$ cat config.mk
export PLATFORM = sky130hd
export DESIGN_NAME = wavegen_pdm
export DESIGN_NICKNAME = d
export VERILOG_FILES = /design/src/rtl/wavegen_pdm.sv
export SDC_FILE = /design/constraint.sdc
export NUM_CORES = 1
export LEC_CHECK = 0
export CAP_MARGIN = 15
export CORE_AREA = 10 10 204 206
export CTS_BUF_LIST = sky130_fd_sc_hd__clkbuf_8
export DETAILED_ROUTE_END_ITERATION = 8
export DIE_AREA = 0 0 214 216
export GPL_ROUTABILITY_DRIVEN = 0
export PLACE_DENSITY_LB_ADDON = 0.05
export REMOVE_ABC_BUFFERS = 1
export SLEW_MARGIN = 20
export SYNTH_ARGS = -nofsm -noshare
export SYNTH_HDL_FRONTEND = slang
export SYNTH_SLANG_ARGS = --single-unit
$ cat constraint.sdc
create_clock -name clk -period 3.6 [get_ports clk]
set_input_delay 0.36 -clock clk [delete_from_list [all_inputs] [get_ports clk]]
set_output_delay 0.36 -clock clk [all_outputs]
set_load 0.01 [all_outputs]
$ cat src/rtl/wavegen_pdm.sv
// Multi-channel waveform generator (saw down/up, triangle, square) with one
// first-order PDM modulator per channel, configured through a shared write port.
module wavegen_pdm #(
   parameter  int NBITS = 10,
   parameter  int NCH   = 4,
   parameter  int DIVW  = 24,
   localparam int CHW   = (NCH > 1) ? $clog2(NCH) : 1
) (
   input  logic                   clk,
   input  logic                   rst,
   input  logic                   cfg_we,
   input  logic [CHW-1:0]         cfg_ch,
   input  logic [1:0]             cfg_addr,
   input  logic [DIVW-1:0]        cfg_data,
   output logic [NCH-1:0]         pdm_out,
   output logic [NCH*NBITS-1:0]   level,
   output logic [NCH-1:0]         wrap_pulse
);

   typedef enum logic [1:0] {
      MODE_SAW_DOWN = 2'd0,
      MODE_SAW_UP   = 2'd1,
      MODE_TRIANGLE = 2'd2,
      MODE_SQUARE   = 2'd3
   } mode_e;

   typedef enum logic [1:0] {
      REG_DIV     = 2'd0,
      REG_MODE    = 2'd1,
      REG_EN      = 2'd2,
      REG_RESTART = 2'd3
   } reg_e;

   localparam logic [NBITS-1:0] MAX = '1;

   logic [DIVW-1:0]  div_q  [NCH];
   logic [DIVW-1:0]  cnt_q  [NCH];
   mode_e            mode_q [NCH];
   logic [NBITS-1:0] lvl_q  [NCH];
   logic [NBITS:0]   acc_q  [NCH];
   logic [NCH-1:0]   en_q;
   logic [NCH-1:0]   dir_up_q;

   logic [NCH-1:0]   wr_hit;
   logic [NCH-1:0]   step;
   logic [NBITS-1:0] nxt_lvl [NCH];
   logic [NCH-1:0]   nxt_dir;
   logic [NCH-1:0]   nxt_wrap;
   logic [NBITS:0]   pdm_sum [NCH];

   // A config write to a channel suppresses that channel's step in the same cycle.
   always_comb begin
      for (int n = 0; n < NCH; n++) begin
         wr_hit[n]   = cfg_we && (cfg_ch == CHW'(n));
         step[n]     = en_q[n] && (cnt_q[n] == div_q[n]) && !wr_hit[n];
         nxt_lvl[n]  = lvl_q[n];
         nxt_dir[n]  = dir_up_q[n];
         nxt_wrap[n] = 1'b0;
         pdm_sum[n]  = {1'b0, acc_q[n][NBITS-1:0]} + {1'b0, lvl_q[n]};
         unique case (mode_q[n])
            MODE_SAW_DOWN: begin
               if (lvl_q[n] == '0) begin
                  nxt_lvl[n]  = MAX;
                  nxt_wrap[n] = 1'b1;
               end else begin
                  nxt_lvl[n] = lvl_q[n] - NBITS'(1);
               end
            end
            MODE_SAW_UP: begin
               if (lvl_q[n] == MAX) begin
                  nxt_lvl[n]  = '0;
                  nxt_wrap[n] = 1'b1;
               end else begin
                  nxt_lvl[n] = lvl_q[n] + NBITS'(1);
               end
            end
            MODE_TRIANGLE: begin
               // Turning points bounce immediately so neither 0 nor MAX repeats.
               if (lvl_q[n] == '0) begin
                  nxt_lvl[n]  = NBITS'(1);
                  nxt_dir[n]  = 1'b1;
                  nxt_wrap[n] = 1'b1;
               end else if (dir_up_q[n] && lvl_q[n] == MAX) begin
                  nxt_lvl[n] = MAX - NBITS'(1);
                  nxt_dir[n] = 1'b0;
               end else if (dir_up_q[n]) begin
                  nxt_lvl[n] = lvl_q[n] + NBITS'(1);
               end else begin
                  nxt_lvl[n] = lvl_q[n] - NBITS'(1);
               end
            end
            MODE_SQUARE: begin
               if (lvl_q[n] == MAX) begin
                  nxt_lvl[n] = '0;
               end else begin
                  nxt_lvl[n]  = MAX;
                  nxt_wrap[n] = 1'b1;
               end
            end
            default: ;
         endcase
      end
   end

   always_ff @(posedge clk) begin
      if (rst) begin
         for (int n = 0; n < NCH; n++) begin
            div_q[n]  <= '0;
            cnt_q[n]  <= '0;
            mode_q[n] <= MODE_SAW_DOWN;
            lvl_q[n]  <= MAX;
            acc_q[n]  <= '0;
         end
         en_q       <= '0;
         dir_up_q   <= '1;
         pdm_out    <= '0;
         wrap_pulse <= '0;
      end else begin
         for (int n = 0; n < NCH; n++) begin
            wrap_pulse[n] <= 1'b0;
            if (en_q[n]) begin
               acc_q[n]   <= pdm_sum[n];
               pdm_out[n] <= pdm_sum[n][NBITS];
            end else begin
               acc_q[n]   <= '0;
               pdm_out[n] <= 1'b0;
            end

            if (wr_hit[n]) begin
               unique case (reg_e'(cfg_addr))
                  REG_DIV: begin
                     div_q[n] <= cfg_data;
                     cnt_q[n] <= '0;
                  end
                  REG_MODE: begin
                     mode_q[n]   <= mode_e'(cfg_data[1:0]);
                     dir_up_q[n] <= 1'b1;
                  end
                  REG_EN: en_q[n] <= cfg_data[0];
                  REG_RESTART: begin
                     cnt_q[n]    <= '0;
                     acc_q[n]    <= '0;
                     dir_up_q[n] <= 1'b1;
                     lvl_q[n]    <= (mode_q[n] == MODE_SAW_DOWN) ? MAX : '0;
                  end
                  default: ;
               endcase
            end else if (step[n]) begin
               cnt_q[n]      <= '0;
               lvl_q[n]      <= nxt_lvl[n];
               dir_up_q[n]   <= nxt_dir[n];
               wrap_pulse[n] <= nxt_wrap[n];
            end else if (en_q[n]) begin
               cnt_q[n] <= cnt_q[n] + DIVW'(1);
            end
         end
      end
   end

   always_comb begin
      level = '0;
      for (int n = 0; n < NCH; n++) level[n*NBITS +: NBITS] = lvl_q[n];
   end

endmodule

==> flow_summary.toml, run 1 <==
[outcome]
outcome = "finished clean"

[global_routing]
track_usage = 0.2052
antenna_found_initial = 1
grt_overflow = 0
grt_pass1_vias = 14010
grt_max_degree = 25
grt_pass1_wl_um = 77490

[die]
row_count = 71
die_y_um = 216
core_area_sq_um = 37400
start_util = 0.4967
die_area_sq_um = 46220
die_x_um = 214
ioPinCount = 79

[placed_design]
port_buffers = 78
hpwl_um = 34710
placed_area_sq_um = 20000
place_ws_ns = 0.6331

[timing]
final-setup-viol-count = 0
fmax_mhz = 347.6
setup_slack_ns = 0.7232
fin_worst_skew_ns = 0.03128
relSlewSlack = 0.3014
rsz0062_at_grt = "no"
setup_tns_ns = 0
finalHoldViolCount = 0
finalMaxSlewViolations = 0
post-route-period-util = 0.7991
worst_slew_pin_slew_ns = 1.043
period_minus_slack_ns = 2.877

[power_and_ir_drop]
powerDensity_nw_per_um2 = 380.3
peakVddDrop_v = 0.0003483
power.leakage_uw = 0.007422

[logic_synthesis]
synth-seq-cells = 296
syn_inst = 1882
seq_area_frac_synth = 0.4699
yosysWarnings = 0
async_reset_ff_frac = 0
netlist.top_cell.by_area = "edfxtp_1"
synth.area.top_cells = "edfxtp_1 45%, xnor2_1 7.9%, nor2_1 4.6%, xor2_1 3.9%, and2_1 3.8%"
yosysMostFrequentCell = "edfxtp_1"
syn_area_per_cell_sq_um = 9.871
synth.top_cell.area_share = 0.4526
synthDistinctLibCells = 81
synth_area_sq_um = 18580
yosys-top-cells-count = "280 x edfxtp_1, 227 x nor2_1, 167 x xnor2_1"
synth_ff_type = "edfxtp_1"
synth-edff-count = 280

[routing]
dr.pass1.iters = 7
drc = 0
drtAntennaViolNets = 0
first_iter_violations = 1319
vias = 14600
wl_per_cell_um = 19.19
drt-total-wl_um = 48930
viasPerCell = 5.727

[min_path]
hp-class = "input pin to flop"

[critical_path]
path_class = "flop to flop"
arrival_ns = 3.20
crit_chain = "xnor2_1, nand4_1, or4_4, nor4_4, nand2_1, o211ai_1, clkbuf_4"
cpPeakStageDelay_ns = 0.52
critPathTopFamily = "simple AND/OR/NAND/NOR gates"
endpoint_kind = "flop"
worst_ep_required_time_ns = 3.92
cp-start-kind = "flop"
cpMaxStageDelayCell = "or4_4"
cp_max_fo = 8
cp_num_buf_inv = 1

[final_layout]
diodes = 0
final_nets = 2088
drive_above_1_share = 0.06278
area_growth_syn_to_layout_pct = 13.01
postLayoutCellArea_sq_um = 20990

[clocking]
cts.repair.resized = 0
path_clk_slew_ns = 0.06
clockRootBuffer = "clkbuf_8"
cts_buffer_depth = 3
cts_sinks = 296
cts_tree = "done"
cts_htree_levels = 2
holdBufCountCts = 0
cts_buffers = 52
postCtsSetupBuffers = 0
clock_latency_ns = 0.65

[job]
maxCapViolations = 0
[state kept, by name, summed over array words and instances, names as in the netlist]
register	flops
cnt_q	96
div_q	96
acc_q	40
lvl_q	40
mode_q	8
dir_up_q	4
en_q	4
pdm_out	4
wrap_pulse	4
[where the power goes]
| part | total (uW) | switching [uW] | leakage [uW] | internal (uW) |
|---|---|---|---|---|
| clock | 3030 | 1490 | 0.000568 | 1550 |
| sequential | 4110 | 184 | 0.00286 | 3930 |
| combinational | 840 | 475 | 0.00399 | 365 |
[worst min-delay path, cell delays in order]
cell	delay, ns
clkdlybuf4s50_1	0.40
buf_4	0.20
nand3_1	0.08
a21oi_1	0.05
[area by class of cell]
type,count,area [sq um]
Clock buffer,54,743.2
Multi-Input combinational cell,1488,9437
Inverter,49,183.9
Fill cell,3374,16410
Tap cell,511,639.4
Clock inverter,42,240.2
Sequential cell,296,8728
Timing Repair Buffer,110,1021
[logic make-up after synthesis]
| group | Yosys count | share of synthesized area |
|---|---|---|
| adder cells (fa/ha/maj) | 60 | 0.04203 |
| other | 1 | 0.0002019 |
| XOR/XNOR | 250 | 0.1179 |
| buffers and inverters | 137 | 0.03065 |
| AND/OR/NAND/NOR | 810 | 0.2225 |
| multiplexers | 16 | 0.008823 |
| flip-flops | 296 | 0.4699 |
| AO/OA/AOI/OAI | 312 | 0.1081 |
[layout by cell type, fill, tap and decap left out, types with 57 or more instances in the layout]
master             n
nand4_1           57
edfxtp_1         280
and2_1           112
o21ai_0           82
nor2_1           225
inv_1             67
nand3_1           86
xor2_1            83
xnor2_1          167
nand2_1          130
clkdlybuf4s50_1   78
a21oi_1           75
[metrics by stage]
step	hold WS [ns]	total power (uW)	utilization	instances
floorplan	0.4291	4692	-	1833
global placement	0.5539	4999	0.5347	2453
detailed placement	0.5529	5009	0.5347	2453
CTS	0.4777	8058	0.5610	2549
global route	0.5209	8326	0.5613	2550
finish	0.5130	7982	0.5613	2550
[routing by layer]
metal	GRT usage	part of all wire
met4	0.06856	0.023
met1	0.2842	0.45
met3	0.02671	0.061
met5	0	0
met2	0.3256	0.46
[final timing paths]
check                                 start     endpoint  slack, ns  depth (start not counted)
worst max-delay path            cnt_q[1][6]  lvl_q[1][2]       0.72                          7
worst min register to register      en_q[0]      en_q[0]       0.56                          2
worst min-delay path            cfg_data[0]      en_q[3]       0.51                          4
worst max register to register  cnt_q[1][6]  lvl_q[1][2]       0.72                          7
Note: power is estimated with default switching activity, not from simulation.
==> run 2: changes to the inputs <==
Clock period 3.6 ns to 2.9 ns, I/O delays scaled along.
==> run 2 against run 1 <==
- maximum frequency up 7.6%
- critical path type unchanged
- sequential power up 24%
- worst setup slack lost 0.50 ns
- via count unchanged
- routed wire length about the same
- sequential cell count stayed put
- hold slack worse by 0.084 ns
==> flow_summary.toml, run 2 (synthesized netlist as in run 1, its figures left out) <==
[outcome]
outcome = "finished clean"

[clocking]
cts.repair.resized = 0
cts_buffers = 54
clockRootBuffer = "clkbuf_8"
clock_latency_ns = 0.65
cts_tree = "done"
postCtsSetupBuffers = 0
holdBufCountCts = 0
cts_htree_levels = 2
path_clk_slew_ns = 0.07
cts_buffer_depth = 3
cts_sinks = 296

[critical_path]
endpoint_kind = "flop"
cp_max_fo = 9
arrival_ns = 3.13
cp-start-kind = "flop"
worst_ep_required_time_ns = 3.36
cpMaxStageDelayCell = "or4_1"
path_class = "flop to flop"
cp_num_buf_inv = 0
critPathTopFamily = "simple AND/OR/NAND/NOR gates"
cpPeakStageDelay_ns = 0.74
crit_chain = "ha_1, nand2_1, or4_1, nand2_4, o22ai_1, a22o_1, o31ai_1"

[routing]
viasPerCell = 5.650
drtAntennaViolNets = 0
first_iter_violations = 1300
drc = 0
wl_per_cell_um = 18.94
vias = 14600
dr.pass1.iters = 6
drt-total-wl_um = 48970

[power_and_ir_drop]
p_comb_frac = 0.105
seqPwrFrac = 0.497
power_frac_clock = 0.398
p_switching_uw = 2700
p_int_uw = 7539
power.total_uw = 10240
swShare = 0.2637
power.leakage_uw = 0.007634
peakVddDrop_v = 0.0003266
powerDensity_nw_per_um2 = 479.3

[die]
core_area_sq_um = 37400
die_y_um = 216
row_count = 71
die_area_sq_um = 46220
ioPinCount = 79
start_util = 0.4967
die_x_um = 214

[timing]
setup_tns_ns = 0
post-route-period-util = 0.9219
period_minus_slack_ns = 2.674
fin_worst_skew_ns = 0.03134
final-setup-viol-count = 0
relSlewSlack = 0.5268
finalHoldViolCount = 0
setup_slack_ns = 0.2264
finalMaxSlewViolations = 0
fmax_mhz = 374.0
worst_slew_pin_slew_ns = 0.7098
rsz0062_at_grt = "no"

[final_layout]
fill_cells = 3339
area_growth_syn_to_layout_pct = 15.00
final_cell_mix = "280 x edfxtp_1, 227 x nor2_1, 167 x xnor2_1"
multi_input_area_sq_um = 9439
final_nets = 2123
postLayoutCellArea_sq_um = 21360
seq_area_sq_um = 8728
layout_commonest_cell = "edfxtp_1"
top_regs = "cnt_q x96, div_q x96"
drive_above_1_share = 0.08341
diodes = 0

[global_routing]
grt_pass1_wl_um = 78160
antenna_found_initial = 2
grt_overflow = 0
grt_pass1_vias = 14160
grt_max_degree = 25
track_usage = 0.2076

[min_path]
hp-class = "input pin to flop"

[placed_design]
place_ws_ns = 0.1958
hpwl_um = 35050
port_buffers = 78
placed_area_sq_um = 20260

[job]
maxCapViolations = 0
run 2: cell types whose count changed in the layout (fill, tap and decap cells not counted), moves of 2 or more:
cell       change
bufinv_16      +2
nor2_1         +2
clkbuf_8       +3
buf_4         +33
nor2_2         -2
clkinv_2       +5
inv_1          -4
clkinv_1       -6
run 2: worst paths after layout:
kind          startpoint     endpoint  slack [ns]  cells after the start
min          cfg_data[0]      en_q[1]        0.43                      4
min reg2reg      en_q[2]      en_q[2]        0.55                      2
max          lvl_q[1][0]  lvl_q[1][5]        0.23                      7
max reg2reg  lvl_q[1][0]  lvl_q[1][5]        0.23                      7
run 2: worst min-delay path, delay by kind of cell:
family          cells  cell delay, ns
simple gates        1            0.08
compound gates      1            0.05
buf+inv             2            0.58
run 2: metrics by stage:
step | std cells | hold slack (ns) | utilization
2_1_floorplan | 1833 | 0.3591 | -
3_3_place_gp | 2487 | 0.5481 | 0.5418
3_5_place_dp | 2487 | 0.5511 | 0.5418
4_1_cts | 2585 | 0.3813 | 0.5710
5_1_grt | 2585 | 0.4406 | 0.5712
6_report | 2585 | 0.4287 | 0.5712
run 2: final cells by class:
| cell class | instances | share of cell area |
|---|---|---|
| Clock buffer | 57 | 0.03672 |
| Clock inverter | 41 | 0.01435 |
| Multi-Input combinational cell | 1488 | 0.4418 |
| Inverter | 49 | 0.008610 |
| Tap cell | 511 | 0.02993 |
| Timing Repair Buffer | 143 | 0.05997 |
| Sequential cell | 296 | 0.4086 |
run 2: power groups by stage:
stage | clock network (uW) | registers (uW) | logic [uW]
after floorplan | 0 | 5120 | 701
after global placement | 0 | 5170 | 1050
after detailed placement | 0 | 5170 | 1070
after CTS | 4180 | 5090 | 1070
after global routing | 4380 | 5110 | 1190
final | 4080 | 5080 | 1080
run 2: metal layers:
| metal | vias to the layer above | wire length [um] | track usage |
|---|---|---|---|
| li1 | 7062 | - | - |
| met1 | 7005 | 22370 | 0.2879 |
| met2 | 465 | 22730 | 0.3299 |
| met3 | 70 | 2943 | 0.03007 |
| met4 | 2 | 918 | 0.06308 |
| met5 | - | 10 | 0 |
